[config.mk]
export PLATFORM = sky130hd
export DESIGN_NAME = audio_frame_writer_flat
export DESIGN_NICKNAME = d
export VERILOG_FILES = /design/src/rtl/audio_frame_writer_if.sv /design/src/rtl/audio_frame_writer.sv /design/src/flat_wrapper.sv
export SDC_FILE = /design/constraint.sdc
export NUM_CORES = 1
export LEC_CHECK = 0
export ABC_CLOCK_PERIOD_IN_PS = 1610
export CAP_MARGIN = 5
export CORE_MARGIN = 1
export CORE_UTILIZATION = 44
export DETAILED_ROUTE_END_ITERATION = 7
export GPL_TIMING_DRIVEN = 0
export PLACE_DENSITY_LB_ADDON = 0.2
export SYNTH_ARGS = -nofsm -noshare
export SYNTH_HDL_FRONTEND = slang
export SYNTH_SLANG_ARGS = --single-unit
[constraint.sdc]
create_clock -name ck -period 1.61 [get_ports ck]
set_input_delay 0.322 -clock ck [delete_from_list [all_inputs] [get_ports ck]]
set_output_delay 0.322 -clock ck [all_outputs]
set_load 0.01 [all_outputs]
[src/rtl/audio_frame_writer_if.sv]
// ---------------------------------------------------------------------------
// audio_frame_writer_if
//
// Bundles the audio_frame_writer signals other than clock and reset:
//   sample stream : in_valid, in_first, in_data           (into the writer)
//   RAM write     : audio_waddr, audio_wdata, audio_we     (out of the writer)
//   sequencer     : frame, seq_run (out), seq_done (in)
//   status        : busy, overrun, sync_err                (out of the writer)
//
// The master modport is the side that produces samples and owns the sequencer.
// The slave modport is the writer itself.
// ---------------------------------------------------------------------------
interface audio_frame_writer_if #(
    parameter int CHAN_W  = 3,
    parameter int FRAME_W = 4,
    parameter int AUDIO_W = CHAN_W + FRAME_W
);
    logic               in_valid;
    logic               in_first;
    logic [15:0]        in_data;
    logic [AUDIO_W-1:0] audio_waddr;
    logic [15:0]        audio_wdata;
    logic               audio_we;
    logic [FRAME_W-1:0] frame;
    logic               seq_run;
    logic               seq_done;
    logic               busy;
    logic               overrun;
    logic               sync_err;

    modport master (
        output in_valid, in_first, in_data, seq_done,
        input  audio_waddr, audio_wdata, audio_we, frame, seq_run,
               busy, overrun, sync_err
    );

    modport slave (
        input  in_valid, in_first, in_data, seq_done,
        output audio_waddr, audio_wdata, audio_we, frame, seq_run,
               busy, overrun, sync_err
    );
endinterface

[src/rtl/audio_frame_writer.sv]
// ---------------------------------------------------------------------------
// audio_frame_writer
//
// Writer end of the circular audio sample buffer read by the DSP sequencer.
// Each channel-interleaved 16-bit sample goes to RAM address {chan, slot}.
// When a frame completes, its slot becomes pending. It is published on
// `frame` when the sequencer is released through seq_run.
// After every reset the whole RAM is zero-filled before samples are accepted.
//
// Ports:
//   ck   : clock, all logic on the rising edge
//   rst  : asynchronous active-low reset
//   bus  : audio_frame_writer_if.slave
//          in_valid/in_first/in_data   sample stream
//          audio_waddr/wdata/we        RAM write port
//          frame, seq_run, seq_done    sequencer handshake
//          busy, overrun, sync_err     status (overrun/sync_err sticky)
// ---------------------------------------------------------------------------
module audio_frame_writer #(
    parameter int CHAN_W  = 3,
    parameter int FRAME_W = 4,
    parameter int NCHAN   = 8,
    parameter int AUDIO_W = CHAN_W + FRAME_W
) (
    input logic                ck,
    input logic                rst,
    audio_frame_writer_if.slave bus
);

    typedef enum logic [0:0] {
        CLEAR = 1'b0,
        RUN   = 1'b1
    } state_t;

    localparam logic [AUDIO_W-1:0] CLR_LAST = '1;
    localparam logic [CHAN_W-1:0]  LAST_CH  = CHAN_W'(NCHAN - 1);

    state_t             state, state_n;
    logic [AUDIO_W-1:0] clr_cnt, clr_cnt_n;
    logic [FRAME_W-1:0] wslot, wslot_n;
    logic [CHAN_W-1:0]  ch_cnt, ch_cnt_n;
    logic               pending, pending_n;
    logic [FRAME_W-1:0] ready_slot, ready_slot_n;

    logic [AUDIO_W-1:0] waddr_q, waddr_n;
    logic [15:0]        wdata_q, wdata_n;
    logic               we_q, we_n;
    logic [FRAME_W-1:0] frame_q, frame_n;
    logic               seq_run_q, seq_run_n;
    logic               busy_q, busy_n;
    logic               overrun_q, overrun_n;
    logic               sync_err_q, sync_err_n;

    logic [CHAN_W-1:0]  eff_ch;
    logic               frame_done;
    logic               seq_start;

    // The write slot starts at the top of the ring and counts down.
    // The newest frame is therefore at `frame`, and older frames are at frame+k.
    always_ff @(posedge ck or negedge rst) begin
        if (!rst) begin
            state      <= CLEAR;
            clr_cnt    <= '0;
            wslot      <= '1;
            ch_cnt     <= '0;
            pending    <= 1'b0;
            ready_slot <= '0;
            waddr_q    <= '0;
            wdata_q    <= '0;
            we_q       <= 1'b0;
            frame_q    <= '0;
            seq_run_q  <= 1'b0;
            busy_q     <= 1'b0;
            overrun_q  <= 1'b0;
            sync_err_q <= 1'b0;
        end else begin
            state      <= state_n;
            clr_cnt    <= clr_cnt_n;
            wslot      <= wslot_n;
            ch_cnt     <= ch_cnt_n;
            pending    <= pending_n;
            ready_slot <= ready_slot_n;
            waddr_q    <= waddr_n;
            wdata_q    <= wdata_n;
            we_q       <= we_n;
            frame_q    <= frame_n;
            seq_run_q  <= seq_run_n;
            busy_q     <= busy_n;
            overrun_q  <= overrun_n;
            sync_err_q <= sync_err_n;
        end
    end

    // The CLEAR state sweeps every RAM address once.
    // busy is registered with the clear writes, so it is high during exactly
    // the cycles in which a zero-fill write is presented.
    //
    // In RUN, the sequencer start looks at the pending flag and ready_slot
    // from before this edge. This means a frame that completes on the same
    // edge becomes pending behind the one being started, and it is not
    // counted as an overrun.
    always_comb begin
        state_n      = state;
        clr_cnt_n    = clr_cnt;
        wslot_n      = wslot;
        ch_cnt_n     = ch_cnt;
        pending_n    = pending;
        ready_slot_n = ready_slot;
        waddr_n      = waddr_q;
        wdata_n      = wdata_q;
        we_n         = 1'b0;
        frame_n      = frame_q;
        seq_run_n    = seq_run_q;
        busy_n       = 1'b0;
        overrun_n    = overrun_q;
        sync_err_n   = sync_err_q;
        eff_ch       = ch_cnt;
        frame_done   = 1'b0;
        seq_start    = 1'b0;

        case (state)
            CLEAR: begin
                we_n      = 1'b1;
                waddr_n   = clr_cnt;
                wdata_n   = '0;
                busy_n    = 1'b1;
                clr_cnt_n = clr_cnt + AUDIO_W'(1);
                if (clr_cnt == CLR_LAST) begin
                    state_n = RUN;
                end
            end

            RUN: begin
                seq_start = pending && !seq_run_q && !bus.seq_done;

                if (bus.in_valid) begin
                    // A channel-0 marker in the middle of a frame means
                    // synchronisation was lost. The frame restarts in the
                    // same slot, so the partial data is overwritten.
                    if (bus.in_first) begin
                        eff_ch = '0;
                        if (ch_cnt != '0) begin
                            sync_err_n = 1'b1;
                        end
                    end
                    we_n    = 1'b1;
                    waddr_n = AUDIO_W'({eff_ch, wslot});
                    wdata_n = bus.in_data;
                    if (eff_ch == LAST_CH) begin
                        frame_done   = 1'b1;
                        ch_cnt_n     = '0;
                        ready_slot_n = wslot;
                        wslot_n      = wslot - FRAME_W'(1);
                    end else begin
                        ch_cnt_n = eff_ch + CHAN_W'(1);
                    end
                end

                if (seq_start) begin
                    frame_n   = ready_slot;
                    seq_run_n = 1'b1;
                end else if (seq_run_q && bus.seq_done) begin
                    seq_run_n = 1'b0;
                end

                if (frame_done) begin
                    if (pending && !seq_start) begin
                        overrun_n = 1'b1;
                    end
                    pending_n = 1'b1;
                end else if (seq_start) begin
                    pending_n = 1'b0;
                end
            end

            default: begin
                state_n = CLEAR;
            end
        endcase
    end

    assign bus.audio_waddr = waddr_q;
    assign bus.audio_wdata = wdata_q;
    assign bus.audio_we    = we_q;
    assign bus.frame       = frame_q;
    assign bus.seq_run     = seq_run_q;
    assign bus.busy        = busy_q;
    assign bus.overrun     = overrun_q;
    assign bus.sync_err    = sync_err_q;

endmodule

[src/flat_wrapper.sv]
// flat-port wrapper written by rule: the top's interface ports become plain ports
module audio_frame_writer_flat 
#(
    parameter int CHAN_W  = 3,
    parameter int FRAME_W = 4,
    parameter int NCHAN   = 8,
    parameter int AUDIO_W = CHAN_W + FRAME_W
)
  (ck, rst, bus_in_valid, bus_in_first, bus_in_data, bus_seq_done, bus_audio_waddr, bus_audio_wdata, bus_audio_we, bus_frame, bus_seq_run, bus_busy, bus_overrun, bus_sync_err);
  audio_frame_writer_if #(.CHAN_W(CHAN_W), .FRAME_W(FRAME_W), .AUDIO_W(AUDIO_W)) bus_i ();
  input logic ck;
  input logic rst;
  input wire logic [$bits(bus_i.in_valid)-1:0] bus_in_valid;
  input wire logic [$bits(bus_i.in_first)-1:0] bus_in_first;
  input wire logic [$bits(bus_i.in_data)-1:0] bus_in_data;
  input wire logic [$bits(bus_i.seq_done)-1:0] bus_seq_done;
  output wire logic [$bits(bus_i.audio_waddr)-1:0] bus_audio_waddr;
  output wire logic [$bits(bus_i.audio_wdata)-1:0] bus_audio_wdata;
  output wire logic [$bits(bus_i.audio_we)-1:0] bus_audio_we;
  output wire logic [$bits(bus_i.frame)-1:0] bus_frame;
  output wire logic [$bits(bus_i.seq_run)-1:0] bus_seq_run;
  output wire logic [$bits(bus_i.busy)-1:0] bus_busy;
  output wire logic [$bits(bus_i.overrun)-1:0] bus_overrun;
  output wire logic [$bits(bus_i.sync_err)-1:0] bus_sync_err;
  assign bus_i.in_valid = bus_in_valid;
  assign bus_i.in_first = bus_in_first;
  assign bus_i.in_data = bus_in_data;
  assign bus_i.seq_done = bus_seq_done;
  assign bus_audio_waddr = bus_i.audio_waddr;
  assign bus_audio_wdata = bus_i.audio_wdata;
  assign bus_audio_we = bus_i.audio_we;
  assign bus_frame = bus_i.frame;
  assign bus_seq_run = bus_i.seq_run;
  assign bus_busy = bus_i.busy;
  assign bus_overrun = bus_i.overrun;
  assign bus_sync_err = bus_i.sync_err;
  audio_frame_writer #(.CHAN_W(CHAN_W), .FRAME_W(FRAME_W), .NCHAN(NCHAN), .AUDIO_W(AUDIO_W)) u_core (.ck(ck), .rst(rst), .bus(bus_i));
endmodule
==> summary.txt <==
Critical path
  • Slowest cell on crit path: clkdlybuf4s50_1
  • Crit-path leading delay family: buffers and inverters
  • Critical path class: flip-flop to primary output
  • Worst path max stage delay: 0.54 ns
  • Critical path required time: between 1 and 1.5 ns
  • CP endpoint kind: primary output
  • CP Buf/Inv Count: 1
  • Crit path max fanout: 2
  • WP data arrival: 1.23 ns
  • CP Launch Type: flip-flop
  • Crit-path cells: clkdlybuf4s50_1

STA
  • Slew Limit Headroom: 66.36%
  • Worst Skew: 0.01063 ns
  • Final worst-path cycle share: between 90% and 100%
  • Min Hold Slack: roughly 0.46 ns
  • Total count of max-transition violations in the final report: 0
  • Hold Fails Final Rpt: 0
  • Fmax: 646.2 MHz
  • Final min period: 1.547 ns
  • Final setup violating endpoints: 0
  • Final setup TNS: 0 ns
  • Least-Margin Pin Slew: between 0.5 and 0.6 ns

Clock network
  • CTS tree: built
  • Clock Latency Late Sink: 0.30 ns
  • H-tree Lvls: 2
  • CTS Buf Count: 5
  • Sink Count: 52
  • Root Driver: clkbuf_8
  • Clk pin slew, worst setup/hold paths: 0.09 ns
  • Clock Path Buffers: 2

Cells and area
  • Fillers: 397
  • Multi-input logic area: 819.5 um^2
  • Final nets: ~260
  • Util after Layout: 61.97%
  • Storage element area: between 1000 and 1500 um^2
  • P&R area growth vs syn: 35.59%
  • Antenna Diode Count: 0
  • Layout cells sized above 1: 15.61%

Place
  • HPWL reported at the end of detailed placement: 2.749 mm
  • # port buffers: 51
  • Gpl congestion: between 0.7 and 0.8

Floorplanning
  • Chip Height: a little over 70 um
  • Core area: 4692 um^2
  • Site Rows: 25
  • Starting Density: 45.71%
  • Die area: 5157 um^2
  • DIE WIDTH: 71.82 um
  • Top Ports: 53

Hold path
  • Worst hold path type: input pin to flip-flop

Synth
  • Count leader, synth: dfrtp_1
  • Most used DFF post-synth: dfrtp_1
  • Synthesized instance count: 173
  • Syn nets: 198
  • Yosys reg bits: 52
  • EDFF count, synth: 0
  • Mapped Area: between 2000 and 2500 um^2
  • Synth top area share: 56.01%
  • Async set-reset flop share out of synthesis: 100.0%
  • Most frequent cells after synthesis: dfrtp_1 (48), nor2_1 (24), mux2i_1 (23), a21oi_1 (9), mux2_2 (9)
  • Syn avg cell area: 12.40 um^2
  • Synth area leader: dfrtp_1
  • Ys Warns: 0
  • Synth cell types: 27
  • Top cells by area, synth: dfrtp_1 (56%), mux2i_1 (11%), dfstp_2 (4.9%), mux2_2 (4.7%), nor2_1 (4.2%)
  • Seq/Total Area, Yosys: 60.91%

Power
  • Max IR drop VDD: 0.4308 mV
  • Power per cell area: around 750 nW/um^2
  • Leak Pwr: 1.301 nW
  • Tot Pwr: 0.002188 W

Global route
  • Vias in the first global route: between 1500 and 2000
  • Global route total overflow: 0
  • Pin count of the biggest net entering global routing: 38
  • Global-route wire length before repair: about 7 mm
  • Initial antenna violation count: 0
  • Total GRT Usage: between 10% and 20%

Route
  • Via density: 5.093
  • DR DRC count: 0
  • DR vias: 1482
  • Routed wire length: 4.044 mm
  • Initial DRC count: 59
  • Routed len/inst: 13.90 um
  • Antenna-violating nets left: 0
  • Initial DRT Pass Iterations: 4

Run
  • Max cap viols: 0

Run status
  • Status: finished clean
metrics by stage:
stage,setup slack [ns],instances,cell area [um^2]
final,0.06254,291,2908
after global placement,-1.335,278,2723
after global routing,-0.0005856,291,2908
after detailed placement,-0.5912,279,2738
after floorplan,0.005852,173,2145
after CTS,0.0003517,290,2865
flip-flops by register name (all words and copies together), names as in the netlist:
name / cells
u_core.bus.busy: 1
u_core.clr_cnt: 7
u_core.ready_slot: 4
u_core.bus.frame: 4
u_core.bus.audio_we: 1
u_core.wslot: 4
u_core.bus.overrun: 1
u_core.bus.audio_wdata: 16
u_core.bus.audio_waddr: 7
u_core.pending: 1
u_core.ch_cnt: 3
u_core.bus.sync_err: 1
u_core.state: 1
u_core.bus.seq_run: 1
repair_timing:
item                       4_1_cts  5_1_grt
setup buffers                    2        1
gates resized for setup          5        7
pin swaps                        0        0
hold buffers                     1        0
hold endpoints to repair        15        0
setup endpoints to repair       10        8
path summary, 6_finish.rpt:
path	start	to	slack, ns	cells after the start
setup / recovery	u_core.bus.audio_waddr[2]$_DFFE_PN0P_	bus_audio_waddr[2]	0.06	1
setup reg to reg	u_core.ch_cnt[0]$_DFFE_PN0P_	u_core.ready_slot[0]$_DFFE_PN0P_	0.12	8
hold reg to reg	u_core.bus.overrun$_DFFE_PN0P_	u_core.bus.overrun$_DFFE_PN0P_	0.49	1
max in group asynchronous	rst	u_core.wslot[1]$_DFFE_PN1P_	0.55	3
min in group asynchronous	rst	u_core.ch_cnt[0]$_DFFE_PN0P_	0.47	2
hold / removal	bus_in_valid	u_core.bus.audio_waddr[4]$_DFFE_PN0P_	0.46	3
logic make-up after synthesis:
logic type,synth area share (%)
compound gates,4.317
xor+xnor,3.676
flops,60.91
buf+inv,2.858
mux,15.46
fa+ha+maj,2.334
simple gates,10.44
power breakdown:
part	switching [W]	internal (W)	total, W
Clock	0.000400	0.000351	0.000751
Combinational	0.0000614	0.0000678	0.000129
Sequential	0.000000915	0.00131	0.00131
area by class of cell:
cell class / count / area share, %
Buffer: 9 / 1.807
Clock buffer: 8 / 3.098
Inverter: 4 / 0.5164
Multi-Input combinational cell: 108 / 28.18
Sequential cell: 52 / 44.92
Tap cell: 54 / 2.324
Timing Repair Buffer: 56 / 19.15
tightest hold or removal path, cell delays in order:
cell and delay [ns]:
buf_4 0.17, mux2i_1 0.15, a21oi_1 0.08
layer usage:
layer	GRT usage, %	share of wire [%]	vias up
met1	23.74	47	721
met5	0	0	-
met4	6.100	0.96	0
li1	-	-	716
met3	4.360	4.8	4
met2	27.88	47	41
cell usage in the layout (no fill, tap or decap):
cell type         n
nand2b_1          1
mux2i_1          23
dlygate4sd3_1     1
nor2_1           24
mux2_2            9
xnor2_1           7
buf_4             5
nor2b_4           2
a41o_1            1
ha_1              2
dlygate4sd2_1     1
xor2_1            2
a21oi_1           9
nand3_4           1
buf_6             1
clkbuf_8          6
nand3_1           2
o21bai_1          1
dfstp_2           4
nand2_1           8
buf_2             4
nand4b_1          1
clkdlybuf4s50_1  49
dfrtp_1          48
nand4_1           2
ha_4              1
and4_1            1
nor2b_1           1
inv_1             3
clkbuf_1          5
nor4_4            1
ha_2              1
or3_1             1
inv_2             1
o21ai_0           6
buf_12            1
nor4_1            1
(Power assumes the default switching activity.)
